--- config.mk ---
export PLATFORM = sky130hd
export DESIGN_NAME = alu_arbiter
export DESIGN_NICKNAME = d
export VERILOG_FILES = /design/src/rtl/alu_pkg.sv /design/src/rtl/rr_arb2.sv /design/src/rtl/alu_arbiter.sv
export SDC_FILE = /design/constraint.sdc
export NUM_CORES = 1
export LEC_CHECK = 0
export ABC_AREA = 1
export BUFFER_PORTS_ARGS = -buffer_cell sky130_fd_sc_hd__buf_4
export CAP_MARGIN = 20
export CORE_ASPECT_RATIO = 1.1
export CORE_MARGIN = 2
export CORE_UTILIZATION = 45
export DETAILED_ROUTE_END_ITERATION = 10
export MAX_ROUTING_LAYER = met4
export PLACE_DENSITY = 0.84
export RECOVER_POWER = 25
export SLEW_MARGIN = 0
export SYNTH_ARGS = -nofsm -noshare
export SYNTH_HDL_FRONTEND = slang
export SYNTH_SLANG_ARGS = --single-unit
--- constraint.sdc ---
create_clock -name clk -period 3.4 [get_ports clk]
set_input_delay 0.17 -clock clk [delete_from_list [all_inputs] [get_ports clk]]
set_output_delay 0.17 -clock clk [all_outputs]
set_load 0.02 [all_outputs]
--- src/rtl/alu_pkg.sv ---
// Shared ALU control codes and arbiter FSM state encoding.
// Imported by the arbiter, its round-robin sub-module and benches.
package alu_pkg;

  localparam logic [3:0] ALU_AND = 4'd0;
  localparam logic [3:0] ALU_OR  = 4'd1;
  localparam logic [3:0] ALU_ADD = 4'd2;
  localparam logic [3:0] ALU_SUB = 4'd6;
  localparam logic [3:0] ALU_SLT = 4'd7;
  localparam logic [3:0] ALU_NOR = 4'd12;

  typedef enum logic [1:0] {
    IDLE = 2'd0,
    EXEC = 2'd1,
    RESP = 2'd2
  } state_t;

endpackage

--- src/rtl/rr_arb2.sv ---
// Two-way round-robin grant: one-hot grant from two valids.
// Ports: valid0/valid1 in, last_grant in (1 = req1 won last), grant[1:0] out.
module rr_arb2
  import alu_pkg::*;
(
  input  logic       valid0,
  input  logic       valid1,
  input  logic       last_grant,
  output logic [1:0] grant
);

  always_comb begin
    grant = 2'b00;
    unique case ({valid1, valid0})
      2'b01:   grant = 2'b01;
      2'b10:   grant = 2'b10;
      // Contention: favour whoever did not win last time.
      2'b11:   grant = last_grant ? 2'b01 : 2'b10;
      default: grant = 2'b00;
    endcase
  end

endmodule

--- src/rtl/alu_arbiter.sv ---
// Shares one external combinational ALU between two requesters.
// Ports: clk, reset; req0/req1 valid/ready/a/b/ctrl; alu_a/b/ctrl out,
// alu_result/alu_zero in; rsp valid/ready/id/result/zero; busy.
module alu_arbiter
  import alu_pkg::*;
#(
  parameter int DATA_W = 32,
  parameter int CTRL_W = 4
) (
  input  logic              clk,
  input  logic              reset,
  input  logic              req0_valid,
  output logic              req0_ready,
  input  logic [DATA_W-1:0] req0_a,
  input  logic [DATA_W-1:0] req0_b,
  input  logic [CTRL_W-1:0] req0_ctrl,
  input  logic              req1_valid,
  output logic              req1_ready,
  input  logic [DATA_W-1:0] req1_a,
  input  logic [DATA_W-1:0] req1_b,
  input  logic [CTRL_W-1:0] req1_ctrl,
  output logic [DATA_W-1:0] alu_a,
  output logic [DATA_W-1:0] alu_b,
  output logic [CTRL_W-1:0] alu_ctrl,
  input  logic [DATA_W-1:0] alu_result,
  input  logic              alu_zero,
  output logic              rsp_valid,
  input  logic              rsp_ready,
  output logic              rsp_id,
  output logic [DATA_W-1:0] rsp_result,
  output logic              rsp_zero,
  output logic              busy
);

  state_t     state;
  state_t     state_n;
  logic       last_grant;
  logic [1:0] grant;
  logic       take;

  rr_arb2 u_arb (
    .valid0     (req0_valid),
    .valid1     (req1_valid),
    .last_grant (last_grant),
    .grant      (grant)
  );

  assign take       = (state == IDLE) && (grant != 2'b00);
  assign req0_ready = take && grant[0] && !reset;
  assign req1_ready = take && grant[1] && !reset;
  assign busy       = (state != IDLE);

  always_ff @(posedge clk or posedge reset) begin
    if (reset) state <= IDLE;
    else       state <= state_n;
  end

  always_comb begin
    state_n = state;
    unique case (state)
      IDLE:    if (take) state_n = EXEC;
      EXEC:    state_n = RESP;
      RESP:    if (rsp_ready) state_n = IDLE;
      default: state_n = IDLE;
    endcase
  end

  // Operands are latched only on grant, so the ALU drive
  // stays frozen for the whole EXEC/RESP window.
  always_ff @(posedge clk or posedge reset) begin
    if (reset) begin
      last_grant <= 1'b1;
      alu_a      <= '0;
      alu_b      <= '0;
      alu_ctrl   <= '0;
      rsp_valid  <= 1'b0;
      rsp_id     <= 1'b0;
      rsp_result <= '0;
      rsp_zero   <= 1'b0;
    end else begin
      unique case (state)
        IDLE: begin
          if (take) begin
            alu_a      <= grant[1] ? req1_a    : req0_a;
            alu_b      <= grant[1] ? req1_b    : req0_b;
            alu_ctrl   <= grant[1] ? req1_ctrl : req0_ctrl;
            rsp_id     <= grant[1];
            last_grant <= grant[1];
          end
        end
        EXEC: begin
          rsp_result <= alu_result;
          rsp_zero   <= alu_zero;
          rsp_valid  <= 1'b1;
        end
        RESP: begin
          if (rsp_ready) rsp_valid <= 1'b0;
        end
        default: ;
      endcase
    end
  end

endmodule

==> run metrics, run 1 <==
CP peak stage delay 0.55 ns; 1st-pass router iterations 4; maxcap violations 0; share of post-route cells with drive strength above 1 33.09%; Slew headroom 18.39%; VDD IR max 397.2 uV; vias in the first global route 5036; Area Overhead vs Synth 50.14%; Final Non-Filler Cells 1090; largest net degree at the start of global routing 80; I/O Pins 280; clock tree root buffer cell clkbuf_16; CP startpoint kind flop; DR WL/cell 14.24 um; cell area power density 898.2 mW/mm^2; Max Fclk 0.4169 GHz; post-cts resize count 0; global route total overflow 0; critical setup path kind reg -> out; final worst-path cycle share 70.55%; Die Span X 104.1 um; Die Area 0.01188 mm^2; nets 1112; drt drc 0; register clock-pin slew on the reported worst setup and hold paths 0.08 ns; DP HPWL 11.04 mm; TritonCTS clock tree done; Rows 40; Syn Inst Count 679; Synth Area per Inst 7.306 um^2; H-tree level count 3; Skew-Pair Late Insertion Delay 0.34 ns; Post-DRT Antenna Nets 0; Setup WS post-layout 1.001 ns; Clock Tree Buf Depth 2; pre-CTS setup slack 1.418 ns; CP delay by family, top buffers and inverters; Tmin final 2.399 ns; Final Slew Violations 0; mapped cell area 0.004961 mm^2; Routed WL 15.52 mm; actual slew at the worst max-slew pin 1.218 ns; unrepaired setup endpoints after global routing false; Yosys reg bits 106; final hold violation count 0; IO Port Bufs 279; Yosys Warn Count 0; routability cong. 0.9116; DRT iter0 DRCs 346; CP Cell Sequence inv_1 > nand2_1 > nor2_4 > buf_4 > nand3_1 > nor2_1 > buf_4; Leakage 4.389 nW; WP buf/inv 3; Worst Hold Class in -> reg; CP max-delay cell buf_4; Num CTS Buffers 9; area of the core 0.01081 mm^2; Initial Util 45.89%; count of final setup violators 0; placed cell count 1071; drt via density 4.815; most used cell, CP buf_4; die height 114.1 um; status completed; crit path capture type output port; initial antenna violation count 0; Vias 5248; sequential share of the synthesized area 53.49%; total negative slack 0 ns; gr usage total 26.74%; first-pass GRT wire length 24.49 mm; Synth cell types 15; arrival time at the worst endpoint 2.23 ns; post-synthesis net count 853; Crit Path Max Fanout 71; Ant. Diodes 0; CP Data Required Time 3.23 ns; clock skew 0.01035 ns; clk sinks 106
==> cells by family after synthesis <==
kind of cell	share of synthesized area, %
and+or+nand+nor	41.69
buffers and inverters	4.615
DFF	53.49
AOI/OAI and AO/OA	0.2018
==> registers in the layout (all words and copies together), names as in the netlist <==
register and cells:
state 2, alu_ctrl 4, alu_a 32, alu_b 32, rsp_valid 1, rsp_result 32, rsp_zero 1, rsp_id 1
last_grant 1
==> worst register-to-register path, stage by stage, from the launching register on <==
cell,delay (ns)
dfrtp_1,0.42
inv_1,0.07
nand2_1,0.10
nor2_4,0.11
buf_4,0.55
nand3_1,0.33
nand2_1,0.13
==> power breakdown <==
group	internal (mW)	total (mW)	switching, mW
Combinational	1.30	3.40	2.10
Clock	0.584	1.06	0.480
Sequential	1.87	2.22	0.351
Total	3.76	6.69	2.93
==> per-layer routing <==
layer  global-route usage (%)  wire length [um]
met5                        -                 0
met4                    12.70               624
met3                    5.748              1050
met2                    45.79              7701
met1                    30.11              6147
==> final cells by class <==
class | instances | area (um^2)
fillers | 928 | 3362
flip-flops and latches | 106 | 2654
clock buffers | 9 | 225.2
clock inverters | 7 | 82.58
multi-input cells | 525 | 2078
well taps | 147 | 183.9
repair buffers | 290 | 2201
inverters | 6 | 23.77
==> worst paths after layout <==
path                                start        endpoint  slack (ns)  cells after the start
setup / recovery                 state[1]      req1_ready        1.00                      7
hold / removal             alu_result[21]  rsp_result[21]        0.02                      3
setup reg to reg                 state[1]      last_grant        1.63                      6
hold reg to reg            rsp_result[25]  rsp_result[25]        0.47                      2
max in group asynchronous           reset   rsp_result[3]        1.60                      5
min in group asynchronous           reset       alu_a[17]        0.69                      3
==> cell usage after synthesis (all sizes together) <==
cell      n  area share, %
dfstp     1           0.53
o21ai     2           0.20
clkbuf   12           0.91
nand2   448             34
nor2      5           0.63
buf      30            3.3
inv       6           0.45
nand3    70            7.1
dfrtp   105             53
==> placed cells by master (no fill, tap or decap), drive strengths merged <==
cell | Yosys | final
nand2 | 448 | 448
nor2 | 5 | 5
bufinv | 0 | 1
buf | 30 | 286
o21ai | 2 | 2
clkbuf | 12 | 12
dfrtp | 105 | 105
clkinvlp | 0 | 2
clkinv | 0 | 2
dlygate4sd3 | 0 | 1
dfstp | 1 | 1
inv | 6 | 8
nand3 | 70 | 70
==> metrics by stage <==
| step | hold slack (ns) | utilization [%] | power [mW] | instance area, um^2 |
|---|---|---|---|---|
| final | 0.02258 | 68.90 | 6.690 | 7448 |
| after global routing | 0.008139 | 68.90 | 7.147 | 7448 |
| after CTS | 0.01354 | 68.48 | 6.724 | 7403 |
| after detailed placement | 0.3759 | 65.64 | 5.641 | 7096 |
| after global placement | 0.3711 | 65.64 | 5.551 | 7096 |
| after floorplan | 0.2772 | - | 4.153 | 4961 |
==> what timing repair did <==
| action | CTS | global route |
|---|---|---|
| hold buffers | 0 | 1 |
| hold endpoints to repair | 0 | 24 |
| setup buffers | 0 | 0 |
| setup endpoints to repair | 0 | 0 |
(Power assumes the default switching activity.)
==> run 2: changes to the inputs <==
Settings changed: ABC_AREA 1 to 0, CORE_AREA from default to 2 2 110 112, CORE_ASPECT_RATIO 1.1 to default, CORE_MARGIN 2 to default, CORE_UTILIZATION 45 to default, DIE_AREA from default to 0 0 112 114, PLACE_DENSITY 0.84 to 0.78.
Clock period 3.4 ns to 2.25 ns, I/O delays scaled along.
==> run 2 against run 1 <==
  * Synthesized cell count fell by 51%
  * Final cell count is 25% lower
  * Clock skew down 0.0026 ns
  * Register-to-register slack got worse by 1.6 ns
  * Largest cell class is now non-clock buffers
  * Total power rose by 63%
  * Cell area grew 2.3%
  * Highest routed layer unchanged
  * First-iteration DRC count shrank 18%
  * Area after synthesis is 8.0% lower
==> run metrics, run 2 <==
cell area power density 1435 mW/mm^2; Yosys top cell area share 57.57%; DR WL/cell 18.68 um; Tmin final 2.242 ns; dominant cell type by area after synthesis dfrtp_1; final worst-path cycle share 99.66%; Die Span X 112 um; register clock-pin slew on the reported worst setup and hold paths 0.07 ns; number of fill cells in the layout 889; WHS Path Cells 2; TritonCTS clock tree done; clock skew 0.007716 ns; Clk pwr share 14.3%; clock tree root buffer cell clkbuf_16; Hold Path End alu_a[14]; Vias 4314; routability cong. 0.8211; switching share of total power 38.48%; arrival time at the worst endpoint 2.46 ns; critical setup path kind reg -> reg; die height 114 um; largest net degree at the start of global routing 64; maxcap violations 0; biggest regs alu_a x32, alu_b x32, rsp_result x32; mapped cell area 0.004564 mm^2; Setup WS post-layout 0.007546 ns; CP startpoint kind flop; Die Area 0.01277 mm^2; Slew headroom 48.31%; top cells by area, synth dfrtp_1 (58%), a221o_1 (15%), o21a_1 (11%); CP max-delay cell dlygate4sd3_1; post-route cell area 0.007620 mm^2; Num CTS Buffers 9; clk sinks 106; crit path capture type flop; initial antenna violation count 0; final hold violation count 0; Synth cell types 22; H-tree level count 3; Skew-Pair Late Insertion Delay 0.34 ns; ys flop type dfrtp_1; CP delay by family, top buffers and inverters; DRT iter0 DRCs 285; placed cell areas 0.006725 mm^2; sequential share of the synthesized area 58.14%; Ant. Diodes 0; actual slew at the worst max-slew pin 0.7754 ns; area of the core 0.01171 mm^2; count leader, synth dfrtp_1; I/O Pins 280; hold_sp req0_a[14]; Initial Util 38.97%; Yosys reg bits 106; EDFF count, synth 0; Internal 6.726 mW; commonest non-fill, non-tap cell in the layout buf_4; gr usage total 24.07%; Crit Path Max Fanout 28; Yosys Warn Count 0; Clock Tree Buf Depth 2; Syn Inst Count 330; Rows 40; DP HPWL 10.24 mm; FF-to-FF path depth 6; drt drc 0; Final Slew Violations 0; Pwr Total 10.93 mW; final hold slack 0.004457 ns; vias in the first global route 4582; IO Port Bufs 279; sequential power share 31.6%; VDD IR max 891.1 uV; Comb power frac 54.0%; Leakage 3.658 nW; r2r setup slk 0.008 ns; Area Overhead vs Synth 66.94%; top cells by count, synth dfrtp_1 (105), a221o_1 (68), o21a_1 (68); share of post-route cells with drive strength above 1 49.63%; Synth Area per Inst 13.83 um^2; unrepaired setup endpoints after global routing true; drt via density 5.300; first-pass GRT wire length 23.65 mm; placed cell count 732; Post-CTS Repair Setup Buffers 0; Final Non-Filler Cells 814; CP peak stage delay 0.56 ns; RR Endpoint alu_a[11]; nets 836; Reg-to-Reg Start state[1]; 1st-pass router iterations 4; Post-DRT Antenna Nets 0; CP Cell Sequence nor2_2 > inv_2 > buf_4 > o21a_1 > a221o_1 > dlygate4sd3_1; pre-CTS setup slack 0.5618 ns; status completed; Net Switching 4.207 mW; count of final setup violators 0; Synth async-reset ratio 100.0%; most frequent cells in the layout buf_4 (270), dfrtp_1 (105), o21a_1 (68), a221o_1 (68), dlygate4sd3_1 (66); CP Data Required Time 2.47 ns; Worst Hold Class in -> reg; Max Fclk 0.4459 GHz; global route total overflow 0; WP buf/inv 3; post-synthesis net count 504; Routed WL 15.20 mm
[run 2: changes by cell type after synthesis, sizes merged, moves of 3 or more]
| cell | change |
|---|---|
| nand2 | -446 |
| clkbuf | -3 |
| nand3 | -70 |
| nor2 | -3 |
| o21a | +68 |
| a221o | +68 |
| buf | -5 |
| mux2 | +33 |
[run 2: final cells by class]
type | count | area [um^2] | area share (%)
clock buffers | 9 | 225.2 | 2.956
clock inverters | 7 | 67.56 | 0.8867
inverters | 4 | 16.27 | 0.2135
multi-input cells | 186 | 1678 | 22.02
flip-flops and latches | 106 | 2654 | 34.83
well taps | 147 | 183.9 | 2.414
repair buffers | 355 | 2795 | 36.68
[run 2: cells by family (layout without fill, tap and decap cells)]
logic type	after synthesis	after routing	synth area share [%]
buffers and inverters	38	375	5.455
AND/OR/NAND/NOR	12	12	1.508
AO/OA/AOI/OAI	141	141	26.75
multiplexers	33	33	8.142
flip-flops	106	106	58.14
[run 2: power groups by stage]
stage          clock, mW  combinational (mW)  sequential, mW
4_1_cts             1.60                6.02            3.46
2_1_floorplan          0                2.36            4.50
5_1_grt             1.69                6.29            3.57
6_report            1.57                5.91            3.46
3_5_place_dp           0                5.61            3.47
3_3_place_gp           0                5.46            3.44
[run 2: what timing repair did]
action                     4_1_cts  5_1_grt
hold endpoints to repair        54        1
hold buffers                    65        1
gates resized for setup          0        1
setup endpoints to repair        0       18
[run 2: stage by stage]
stage	TNS, ns	utilization, %
3_3_place_gp	0	57.43
4_1_cts	0	65.48
3_5_place_dp	0	57.43
5_1_grt	-0.8782	65.06
6_report	0	65.06
2_1_floorplan	0	-
[run 2: worst max-delay path by stage]
stage,from,to,depth (start not counted)
4_1_cts,last_grant,alu_a[26],5
5_1_grt,state[0],alu_a[11],6
2_1_floorplan,reset,req0_ready,2
3_3_place_gp,last_grant,alu_a[8],4
3_5_place_dp,last_grant,alu_a[18],4
6_report,state[1],alu_a[11],6
[run 2: layer usage]
metal  global-route usage [%]  vias to the layer above  share of wire (%)
met5                        -                        -                  0
met2                    43.19                      210                 53
li1                         -                     1962                  -
met4                    8.374                        0                2.4
met1                    27.39                     2113                 38
met3                    4.091                       29                6.6
[run 2: worst register-to-register path, delay by kind of cell (launching register included)]
| family | cells | cell delay [ns] |
|---|---|---|
| AND/OR/NAND/NOR | 1 | 0.19 |
| AO/OA/AOI/OAI | 2 | 0.49 |
| flip-flops | 1 | 0.44 |
| buffers and inverters | 3 | 1.00 |
==> run 3: changes to the inputs <==
Settings changed: CELL_PAD_IN_SITES_DETAIL_PLACEMENT from default to 1, CELL_PAD_IN_SITES_GLOBAL_PLACEMENT from default to 1, CORE_AREA 2 2 110 112 to default, CORE_ASPECT_RATIO from default to 1.1, CORE_MARGIN from default to 2, CORE_UTILIZATION from default to 32, DIE_AREA 0 0 112 114 to default, MAX_ROUTING_LAYER met4 to default, PLACE_DENSITY 0.78 to default, PLACE_DENSITY_LB_ADDON from default to 0.08.
==> run 3 against run 2 <==
  * Clock skew up 0.0042 ns
  * Register-to-register slack improved by 0.05 ns
  * Highest routed layer unchanged
  * Sequential share of layout area down 1.6 points
==> run metrics, run 3 (synthesis gave the netlist of run 2 again) <==
Area Overhead vs Synth 74.75%; register area 0.002654 mm^2; WHS Path Cells 2; clock tree root buffer cell clkbuf_16; Vias 4479; biggest regs alu_a x32, alu_b x32, rsp_result x32; Num CTS Buffers 9; Final Slew Violations 0; final hold violation count 0; DRT iter0 DRCs 166; Max Fclk 0.4567 GHz; Clock Tree Buf Depth 2; RR Endpoint alu_a[21]; placed cell areas 0.006852 mm^2; I/O Pins 280; clock skew 0.01188 ns; TritonCTS clock tree done; CP startpoint state[1]; die height 129.3 um; register clock-pin slew on the reported worst setup and hold paths 0.08 ns; Slew headroom 55.33%; VDD IR max 480.4 uV; first-pass GRT wire length 26.48 mm; actual slew at the worst max-slew pin 0.6663 ns; CP Data Required Time 2.48 ns; vias in the first global route 4919; DP HPWL 11.26 mm; post-route cell area 0.007976 mm^2; clk sinks 106; count of final setup violators 0; Reg-to-Reg Start state[1]; area of the core 0.01385 mm^2; critical setup path kind reg -> reg; share of post-route cells with drive strength above 1 42.29%; H-tree level count 3; final hold slack 0.003064 ns; nets 869; arrival time at the worst endpoint 2.42 ns; pre-CTS setup slack 0.5092 ns; drt via density 5.038; final worst-path cycle share 97.32%; Rows 45; Hold Path End alu_a[31]; number of fill cells in the layout 1476; Setup WS post-layout 0.06030 ns; Leakage 3.690 nW; most frequent cells in the layout buf_4 (229), dfrtp_1 (105), dlygate4sd3_1 (99), o21a_1 (68), a221o_1 (68); cell area power density 1373 mW/mm^2; Initial Util 32.95%; gr usage total 22.18%; Worst Hold Class in -> reg; crit path capture type flop; IO Port Bufs 279; maxcap violations 0; Die Span X 117.9 um; 1st-pass router iterations 4; Post-DRT Antenna Nets 0; status completed; CP startpoint kind flop; initial antenna violation count 1; FF-to-FF path depth 5; global route total overflow 0; footprint of the multi-input gates 0.001682 mm^2; DR WL/cell 19.63 um; post-layout util 57.59%; hold_sp req0_a[31]; drt drc 0; Skew-Pair Late Insertion Delay 0.34 ns; largest net degree at the start of global routing 72; Tmin final 2.190 ns; Post-CTS Repair Setup Buffers 0; Crit Path Max Fanout 32; routability cong. 0.7678; r2r setup slk 0.06 ns; Die Area 0.01524 mm^2; commonest non-fill, non-tap cell in the layout buf_4; Routed WL 17.45 mm
run 3: how the worst max path moves through the flow:
stage | to | slack, ns | cells past startpoint
finish | alu_a[21] | 0.06 | 5
global route | alu_a[13] | -0.006 | 5
CTS | alu_a[23] | 0.08 | 5
detailed placement | alu_a[11] | 0.51 | 5
global placement | alu_b[21] | 0.58 | 5
floorplan | req0_ready | 0.02 | 2
run 3: power breakdown:
group / switching (mW) / leakage, nW / internal (mW)
clock network: 0.701 / 0.152 / 0.958
logic: 3.06 / 2.25 / 2.80
registers: 0.559 / 1.28 / 2.87
run 3: cell type report:
class	instances	share of cell area, %
multi-input cells	186	21.08
well taps	188	2.949
flip-flops and latches	106	33.27
clock buffers	13	3.388
inverters	4	0.2039
clock inverters	3	0.5804
repair buffers	388	38.49
diodes	1	0.03137
run 3: per-layer routing:
layer  routed length (um)  track usage (%)  vias up
li1                     -                -     2013
met1                 6662            25.63     2224
met2                 9063            39.50      203
met3                 1105            6.250       39
met4                  622            8.292        0
met5                    0                0        -
run 3: worst max-delay path, stage by stage (launching register included):
cell	delay, ns
dfrtp_1	0.43
nor2_2	0.20
inv_2	0.31
o21a_1	0.30
a221o_1	0.27
dlygate4sd3_1	0.56
run 3: metrics by stage:
step / power, mW / setup TNS (ns) / std cells
global placement: 9.109 / 0 / 773
detailed placement: 9.268 / 0 / 773
finish: 10.95 / 0 / 889
floorplan: 6.858 / 0 / 330
CTS: 11.32 / 0 / 879
global route: 11.57 / -0.006409 / 889
run 3: what timing repair did:
action,CTS,global route
setup endpoints to repair,0,9
resized for setup,0,2
hold buffers,90,9
endpoints found under the hold margin,64,6
